## config.mk

```make
export PLATFORM = sky130hd
export DESIGN_NAME = retire_monitor
export DESIGN_NICKNAME = d
export VERILOG_FILES = /design/src/rtl/retire_monitor.sv
export SDC_FILE = /design/constraint.sdc
export NUM_CORES = 1
export LEC_CHECK = 0
export ABC_AREA = 1
export BUFFER_PORTS_ARGS = -buffer_cell sky130_fd_sc_hd__buf_4
export CAP_MARGIN = 40
export CORE_ASPECT_RATIO = 1.75
export CORE_MARGIN = 2
export CORE_UTILIZATION = 40
export DETAILED_ROUTE_END_ITERATION = 7
export PLACE_DENSITY = 0.56
export SYNTH_ARGS = -nofsm -noshare
export SYNTH_HDL_FRONTEND = slang
export SYNTH_SLANG_ARGS = --single-unit
export TNS_END_PERCENT = 30
```

## constraint.sdc

```tcl
create_clock -name i_clk -period 7 [get_ports i_clk]
set_input_delay 0.35 -clock i_clk [delete_from_list [all_inputs] [get_ports i_clk]]
set_output_delay 0.35 -clock i_clk [all_outputs]
set_load 0.005 [all_outputs]
```

## src/rtl/retire_monitor.sv

```systemverilog
// Passive retire-interface monitor: pc continuity check, cycle/instret/trap counters,
// a {pc, inst, trap} trace FIFO drained over valid/ready, and a sticky halt latch.
module retire_monitor #(
    parameter logic [31:0] RESET_ADDR  = 32'h0,
    parameter int unsigned TRACE_DEPTH = 16,
    parameter int unsigned CNT_W       = 32
) (
    input  logic             i_clk,
    input  logic             i_rst_n,
    input  logic             i_retire_valid,
    input  logic [31:0]      i_retire_inst,
    input  logic             i_retire_trap,
    input  logic             i_retire_halt,
    input  logic [31:0]      i_retire_pc,
    input  logic [31:0]      i_retire_next_pc,
    output logic             o_trace_valid,
    input  logic             i_trace_ready,
    output logic [31:0]      o_trace_pc,
    output logic [31:0]      o_trace_inst,
    output logic             o_trace_trap,
    output logic             o_trace_overflow,
    output logic [CNT_W-1:0] o_cycle_count,
    output logic [CNT_W-1:0] o_instret_count,
    output logic [CNT_W-1:0] o_trap_count,
    output logic             o_err,
    output logic [31:0]      o_err_pc,
    output logic             o_halted
);

    localparam int unsigned PTR_W = $clog2(TRACE_DEPTH);
    localparam logic [PTR_W:0] FULL_CNT = (PTR_W+1)'(TRACE_DEPTH);

    typedef enum logic [1:0] {IDLE, RUN, HALTED} state_t;

    state_t           state;
    logic [31:0]      expected_pc;
    logic [31:0]      mem_pc   [TRACE_DEPTH];
    logic [31:0]      mem_inst [TRACE_DEPTH];
    logic             mem_trap [TRACE_DEPTH];
    logic [PTR_W-1:0] rd_ptr;
    logic [PTR_W-1:0] wr_ptr;
    logic [PTR_W:0]   count;

    logic accept;
    logic full;
    logic pop;
    logic push;
    logic drop;

    assign accept = i_retire_valid && (state != HALTED);
    assign full   = (count == FULL_CNT);
    assign pop    = (count != '0) && i_trace_ready;
    // A full FIFO still accepts a push when the head leaves in the same cycle.
    assign push   = accept && (!full || pop);
    assign drop   = accept && full && !pop;

    assign o_trace_valid = (count != '0);
    assign o_trace_pc    = o_trace_valid ? mem_pc[rd_ptr]   : '0;
    assign o_trace_inst  = o_trace_valid ? mem_inst[rd_ptr] : '0;
    assign o_trace_trap  = o_trace_valid ? mem_trap[rd_ptr] : 1'b0;

    always_ff @(posedge i_clk) begin
        if (push) begin
            mem_pc[wr_ptr]   <= i_retire_pc;
            mem_inst[wr_ptr] <= i_retire_inst;
            mem_trap[wr_ptr] <= i_retire_trap;
        end
    end

    always_ff @(posedge i_clk or negedge i_rst_n) begin
        if (!i_rst_n) begin
            rd_ptr           <= '0;
            wr_ptr           <= '0;
            count            <= '0;
            o_trace_overflow <= 1'b0;
        end else begin
            if (push) wr_ptr <= wr_ptr + 1'b1;
            if (pop)  rd_ptr <= rd_ptr + 1'b1;
            case ({push, pop})
                2'b10:   count <= count + 1'b1;
                2'b01:   count <= count - 1'b1;
                default: count <= count;
            endcase
            if (drop) o_trace_overflow <= 1'b1;
        end
    end

    always_ff @(posedge i_clk or negedge i_rst_n) begin
        if (!i_rst_n) begin
            state           <= IDLE;
            expected_pc     <= RESET_ADDR;
            o_cycle_count   <= '0;
            o_instret_count <= '0;
            o_trap_count    <= '0;
            o_err           <= 1'b0;
            o_err_pc        <= '0;
            o_halted        <= 1'b0;
        end else begin
            if (state != HALTED) o_cycle_count <= o_cycle_count + 1'b1;
            if (accept) begin
                o_instret_count <= o_instret_count + 1'b1;
                if (i_retire_trap) o_trap_count <= o_trap_count + 1'b1;
                expected_pc <= i_retire_next_pc;
                if ((i_retire_pc != expected_pc) && !o_err) begin
                    o_err    <= 1'b1;
                    o_err_pc <= i_retire_pc;
                end
                if (i_retire_halt) begin
                    state    <= HALTED;
                    o_halted <= 1'b1;
                end else begin
                    state <= RUN;
                end
            end
        end
    end

endmodule

```

==> results of run 1 <==
critical path, cell delays in order, from the launching register on:
cell      delay, ns
dfrtp_4        0.82
buf_12         0.74
buf_4          0.80
o21ai_0        0.23
o221ai_1       0.25
o211ai_1       0.13
a21oi_1        0.33
buf_4          0.18
area by class of cell:
| cell class | instances | area [µm²] |
|---|---|---|
| fill | 10882 | 63700 |
| sequential | 1218 | 35700 |
| multi-input combinational | 2239 | 11900 |
| timing repair buffer | 460 | 3880 |
| clock buffer | 134 | 2920 |
| tap | 1624 | 2030 |
| clock inverter | 68 | 691 |
| inverter | 139 | 554 |
| antenna | 2 | 5.00 |
how the worst max path moves through the flow:
stage	depth (start not counted)	endpoint	startpoint
2_1_floorplan	6	mem_inst[11][0]$_DFFE_PP_	state[1]$_DFFE_PN0P_
3_3_place_gp	7	o_trace_pc[24]	rd_ptr[0]$_DFFE_PN0P_
3_5_place_dp	7	o_trace_pc[28]	rd_ptr[0]$_DFFE_PN0P_
4_1_cts	7	o_trace_pc[28]	rd_ptr[0]$_DFFE_PN0P_
5_1_grt	7	o_trace_pc[28]	rd_ptr[0]$_DFFE_PN0P_
6_report	7	o_trace_pc[28]	rd_ptr[0]$_DFFE_PN0P_
layer usage:
layer  track usage (%)  up-vias  wire length [µm]
met1              27.3    16273             55800
li1                  -    14714                 -
met3              4.17      220              8080
met2              38.8      955             70500
met5                 0        -                 0
met4              6.64        0              3710
cell usage in the layout (no fill, tap or decap), drive strengths merged, types with 10 or more instances in the layout:
cell type / count
nor2: 625
xnor2: 62
inv: 142
dfrtp: 178
clkinv: 43
o22ai: 71
bufinv: 11
nor3: 38
buf: 358
xor2: 61
nand2: 324
clkbuf: 135
a21oi: 65
edfxtp: 1040
dlygate4sd3: 101
o221ai: 189
nand3: 105
o211ai: 71
o21ai: 576
clkinvlp: 11
nand4: 32
ha: 10
repair_timing:
item                                     CTS  global route
hold buffers                             101             0
endpoints found under the hold margin   1198             0
endpoints found under the setup margin     0             0
Yosys cell counts, types with 4 or more instances:
cell      instances  area (µm²)
edfxtp_1       1040       31200
nor2_1          612        2300
o21ai_0         548        2740
nand2_1         318        1190
o221ai_1        189        1660
dfrtp_1         178        4450
clkbuf_1        175         657
inv_1           132         495
nand3_1         102         510
o211ai_1         71         533
o22ai_1          71         444
a21oi_1          65         325
xnor2_1          62         543
xor2_1           61         534
buf_2            49         245
nor3_1           33         165
nand4_1          32         200
o21ai_1          28         140
ha_1             10         125
buf_4             8        60.1
nor2_2            8        50.1
buf_1             7        26.3
inv_2             5        18.8
nor2_4            4        45.0
registers in the layout, indices dropped and copies added, names as in the netlist, 5 cells and up:
register	cells
o_cycle_count	32
o_trap_count	32
o_instret_count	32
mem_inst	512
mem_trap	16
o_err_pc	32
expected_pc	32
count	5
mem_pc	512
cells by family after synthesis:
group	after synthesis	synth area share, %
DFF	1218	72.9
and+or+nand+nor	1132	9.59
buffers and inverters	379	3.11
xor gates and xnor gates	123	2.20
adders and majority gates	10	0.256
AOI/OAI and AO/OA	974	12.0
per-stage QoR:
step                      hold slack, ns  util, %  cell area, µm²
after floorplan                   0.0544        -           49000
after global placement             0.441     43.5           52800
after detailed placement           0.189     43.7           53000
after CTS                        0.00887     47.5           57600
after global routing              0.0236     47.5           57700
final                             0.0586     47.5           57700
power by group:
group / switching [µW] / total, µW / internal [µW]
sequential: 201 / 8100 / 7900
combinational: 3930 / 5950 / 2020
clock: 2700 / 6080 / 3380
==> results.json, run 1 <==
{
  "wirelength_mm": 138,
  "clkSinkCount": 1218,
  "finClkSkew_ns": 0.0223,
  "synth_async_sr_flop_share_pct": 14.6,
  "whs_path_depth": 1,
  "drt-initial-drc-count": 2501,
  "antenna_found_initial": 3,
  "ys_types": 39,
  "instances_no_fill": 5884,
  "die_area_um2": 125000,
  "layout-drive-gt1-share_pct": 13.8,
  "clock_latency_ns": 0.72,
  "synth_ff_type": "edfxtp_1",
  "setup_ws_ns": 2.26,
  "fmax_mhz": 211,
  "area_growth_pct": 17.8,
  "placedCellCount": 5578,
  "syn-num-nets": 3948,
  "cts_tree": "done",
  "p_leak_uw": 0.0202,
  "hold_class": "input port to flip-flop",
  "wl_per_cell_um": 23.5,
  "die_x_um": 268,
  "grt_pass1_wl_mm": 206,
  "p_total_uw": 20100,
  "relSlewSlack_pct": 20.7,
  "power.density_nw_per_um2": 349,
  "place_worst_setup_slack_ns": 3.01,
  "worst_ep_required_time_ns": 6.65,
  "vias_per_cell": 5.47,
  "die_h_um": 467,
  "finalSetupViolCount": 0,
  "htree_levels": 3,
  "fp.coreArea_um2": 121000,
  "critPathCaptureType": "output port",
  "cp_max_fo": 237,
  "rows": 169,
  "cts_setup_buffers": 0,
  "dp.final_hpwl_mm": 76.2,
  "final_nets": 4276,
  "ys_seq_area_share_pct": 72.9,
  "cts_resized": 0,
  "yosysWarnings": 0,
  "reg2reg_to": "mem_pc[11][16]$_DFFE_PP_",
  "track_usage_pct": 22.0,
  "num_vias": 32162,
  "synth_area_per_cell_um2": 12.8,
  "ys_ff_latch": 1218,
  "start_util_pct": 40.3,
  "cts_root_buf": "clkbuf_16",
  "min_period_ns": 4.74,
  "ioPinCount": 299,
  "syn-cell-area_um2": 49000,
  "drc": 0,
  "hold_violations": 0,
  "syn_inst": 3836,
  "timing.rr.start": "state[0]$_DFFE_PN0P_",
  "cts_buffer_depth": 3,
  "holdPathEnd": "mem_trap[3]$_DFFE_PP_",
  "reg2reg_setup_slack_ns": 3.61,
  "io_buffers": 298,
  "rsz0062_at_grt": "no",
  "gp_congestion": 0.842,
  "cap_viol_max_count": 0,
  "tns_ns": 0,
  "drv_slew": 0,
  "tightest_slew_ns": 1.19,
  "path_clk_slew_ns": 0.07,
  "min_from": "i_retire_trap",
  "cts_buffers": 106,
  "worstPathArrival_ns": 4.39,
  "overflow": 0,
  "crit_type": "flip-flop to output port",
  "synth_edf_count": 1040,
  "grt_pass1_vias": 32778,
  "fin_crit_sh_pct": 67.6,
  "cp-start-kind": "flip-flop",
  "first_pass_iters": 7,
  "r2r_cells": 8,
  "status": "finished clean",
  "ant_nets": 0,
  "ir_worst_vdd_uv": 355,
  "grt_max_degree": 238
}
No activity file was read; power rests on OpenSTA's default activity.
==> run 2, diff against run 1 <==
==> constraint.sdc (replaced) <==
create_clock -name i_clk -period 4.6 [get_ports i_clk]
set_input_delay 0.23 -clock i_clk [delete_from_list [all_inputs] [get_ports i_clk]]
set_output_delay 0.23 -clock i_clk [all_outputs]
set_load 0.005 [all_outputs]
==> run 2 against run 1 <==
  * Clock skew down 0.00085 ns
  * Core utilization up 0.057 points
  * Global-route usage down 0.096 points
  * First-iteration DRC count down 6.6%
  * Worst hold slack better by 0.010 ns
  * Total power up 51%
  * Combinational power up 55%
  * Sequential power up 51%
==> results.json, run 2 (synthesized netlist as in run 1, its figures left out) <==
{
  "ir_worst_vdd_uv": 698,
  "final_nets": 4284,
  "wl_per_cell_um": 23.4,
  "drt-initial-drc-count": 2337,
  "critPathCaptureType": "output port",
  "cts_tree": "done",
  "hold_class": "input port to async pin",
  "whs_ns": 0.0689,
  "wirelength_mm": 138,
  "grt_pass1_wl_mm": 206,
  "num_vias": 32258,
  "layout-drive-gt1-share_pct": 13.6,
  "path_clk_slew_ns": 0.06,
  "ioPinCount": 299,
  "dp.final_hpwl_mm": 74.2,
  "cp-start-kind": "flip-flop",
  "gp_congestion": 0.847,
  "hold_violations": 0,
  "reg2reg_setup_slack_ns": 1.83,
  "cts_root_buf": "clkbuf_16",
  "cp_max_fo": 206,
  "finalSetupViolCount": 0,
  "first_pass_iters": 7,
  "grt_pass1_vias": 32732,
  "grt_max_degree": 207,
  "track_usage_pct": 21.9,
  "clock_latency_ns": 0.72,
  "reg2reg_to": "mem_inst[3][1]$_DFFE_PP_",
  "crit_type": "flip-flop to output port",
  "cts_buffer_depth": 3,
  "p_leak_uw": 0.0202,
  "drv_slew": 0,
  "relSlewSlack_pct": 29.5,
  "timing.rr.start": "count[0]$_DFFE_PN0P_",
  "final_common_cell": "edfxtp_1",
  "power.density_nw_per_um2": 528,
  "tns_ns": 0,
  "start_util_pct": 40.3,
  "status": "finished clean",
  "fillCellCount": 10840,
  "tightest_slew_ns": 1.06,
  "die_h_um": 467,
  "die_x_um": 268,
  "finClkSkew_ns": 0.0215,
  "worstPathArrival_ns": 3.29,
  "fmax_mhz": 284,
  "reg_top3": "mem_inst: 512 flops, mem_pc: 512 flops",
  "ant_nets": 0,
  "io_buffers": 298,
  "cap_viol_max_count": 0,
  "vias_per_cell": 5.48,
  "htree_levels": 3,
  "rows": 169,
  "r2r_cells": 7,
  "clkSinkCount": 1218,
  "worst_ep_required_time_ns": 4.37,
  "min_period_ns": 3.52,
  "rsz0062_at_grt": "no",
  "fp.coreArea_um2": 121000,
  "crit_start": "rd_ptr[1]$_DFFE_PN0P_",
  "die_area_um2": 125000,
  "fin_crit_sh_pct": 76.5,
  "area_growth_pct": 17.9,
  "overflow": 0,
  "antenna_found_initial": 3,
  "drc": 0,
  "cts_buffers": 108,
  "final_cell_mix": "edfxtp_1 (1,040), nor2_1 (596), o21ai_0 (548)"
}
==> run 2: layout make-up <==
cell class                      instances  area, µm²  area share [%]
Antenna cell                            4       10.0          0.0173
Clock inverter                         65        601            1.04
Timing Repair Buffer                  466       4070            7.05
Clock buffer                          134       2880            5.00
Sequential cell                      1218      35700            61.8
Tap cell                             1624       2030            3.52
Inverter                              139        554           0.960
Multi-Input combinational cell       2239      11900            20.6
==> run 2: metal layers <==
metal / track usage, % / share of wire [%] / vias up
met4: 6.57 / 2.4 / 0
met1: 26.6 / 40 / 16314
met2: 39.2 / 52 / 1005
met5: 0 / 0 / -
li1: - / - / 14735
met3: 4.35 / 6.3 / 204
==> run 2: worst max-delay path by stage <==
stage | endpoint | slack (ns) | depth (start not counted)
2_1_floorplan | mem_inst[11][0]$_DFFE_PP_ | 0.32 | 6
3_3_place_gp | o_trace_inst[23] | 1.75 | 7
3_5_place_dp | o_trace_pc[10] | 1.75 | 6
4_1_cts | o_trace_pc[10] | 1.0 | 6
5_1_grt | o_trace_pc[16] | 0.89 | 8
6_report | o_trace_pc[29] | 1.08 | 6
==> run 2: critical path, stage by stage (launching register included) <==
cell      delay (ns)
dfrtp_4         0.47
buf_12          0.70
o21ai_0         0.22
o221ai_1        0.25
o211ai_1        0.13
a21oi_1         0.44
buf_4           0.20
==> run 2: repair_timing <==
item,in CTS,in global routing
setup endpoints to repair,0,0
hold buffers,101,0
resized for setup,0,0
setup buffers,0,0
endpoints found under the hold margin,1192,0
==> run 2: power by group <==
| group | switching (µW) | internal (µW) | leakage, µW |
|---|---|---|---|
| logic | 6130 | 3090 | 0.00690 |
| registers | 140 | 12000 | 0.0117 |
| clock network | 4060 | 5010 | 0.00168 |
| total | 10300 | 20100 | 0.0202 |
==> run 2: stage by stage <==
step	std cells	setup slack, ns	total power (µW)	instance area (µm²)	utilization [%]
after CTS	5885	0.997	30800	57700	47.6
after detailed placement	5585	1.75	21600	53200	43.8
after global placement	5582	1.75	21500	53100	43.8
after floorplan	3836	0.317	17700	49000	-
after global routing	5887	0.889	32000	57700	47.6
final	5889	1.08	30500	57700	47.6
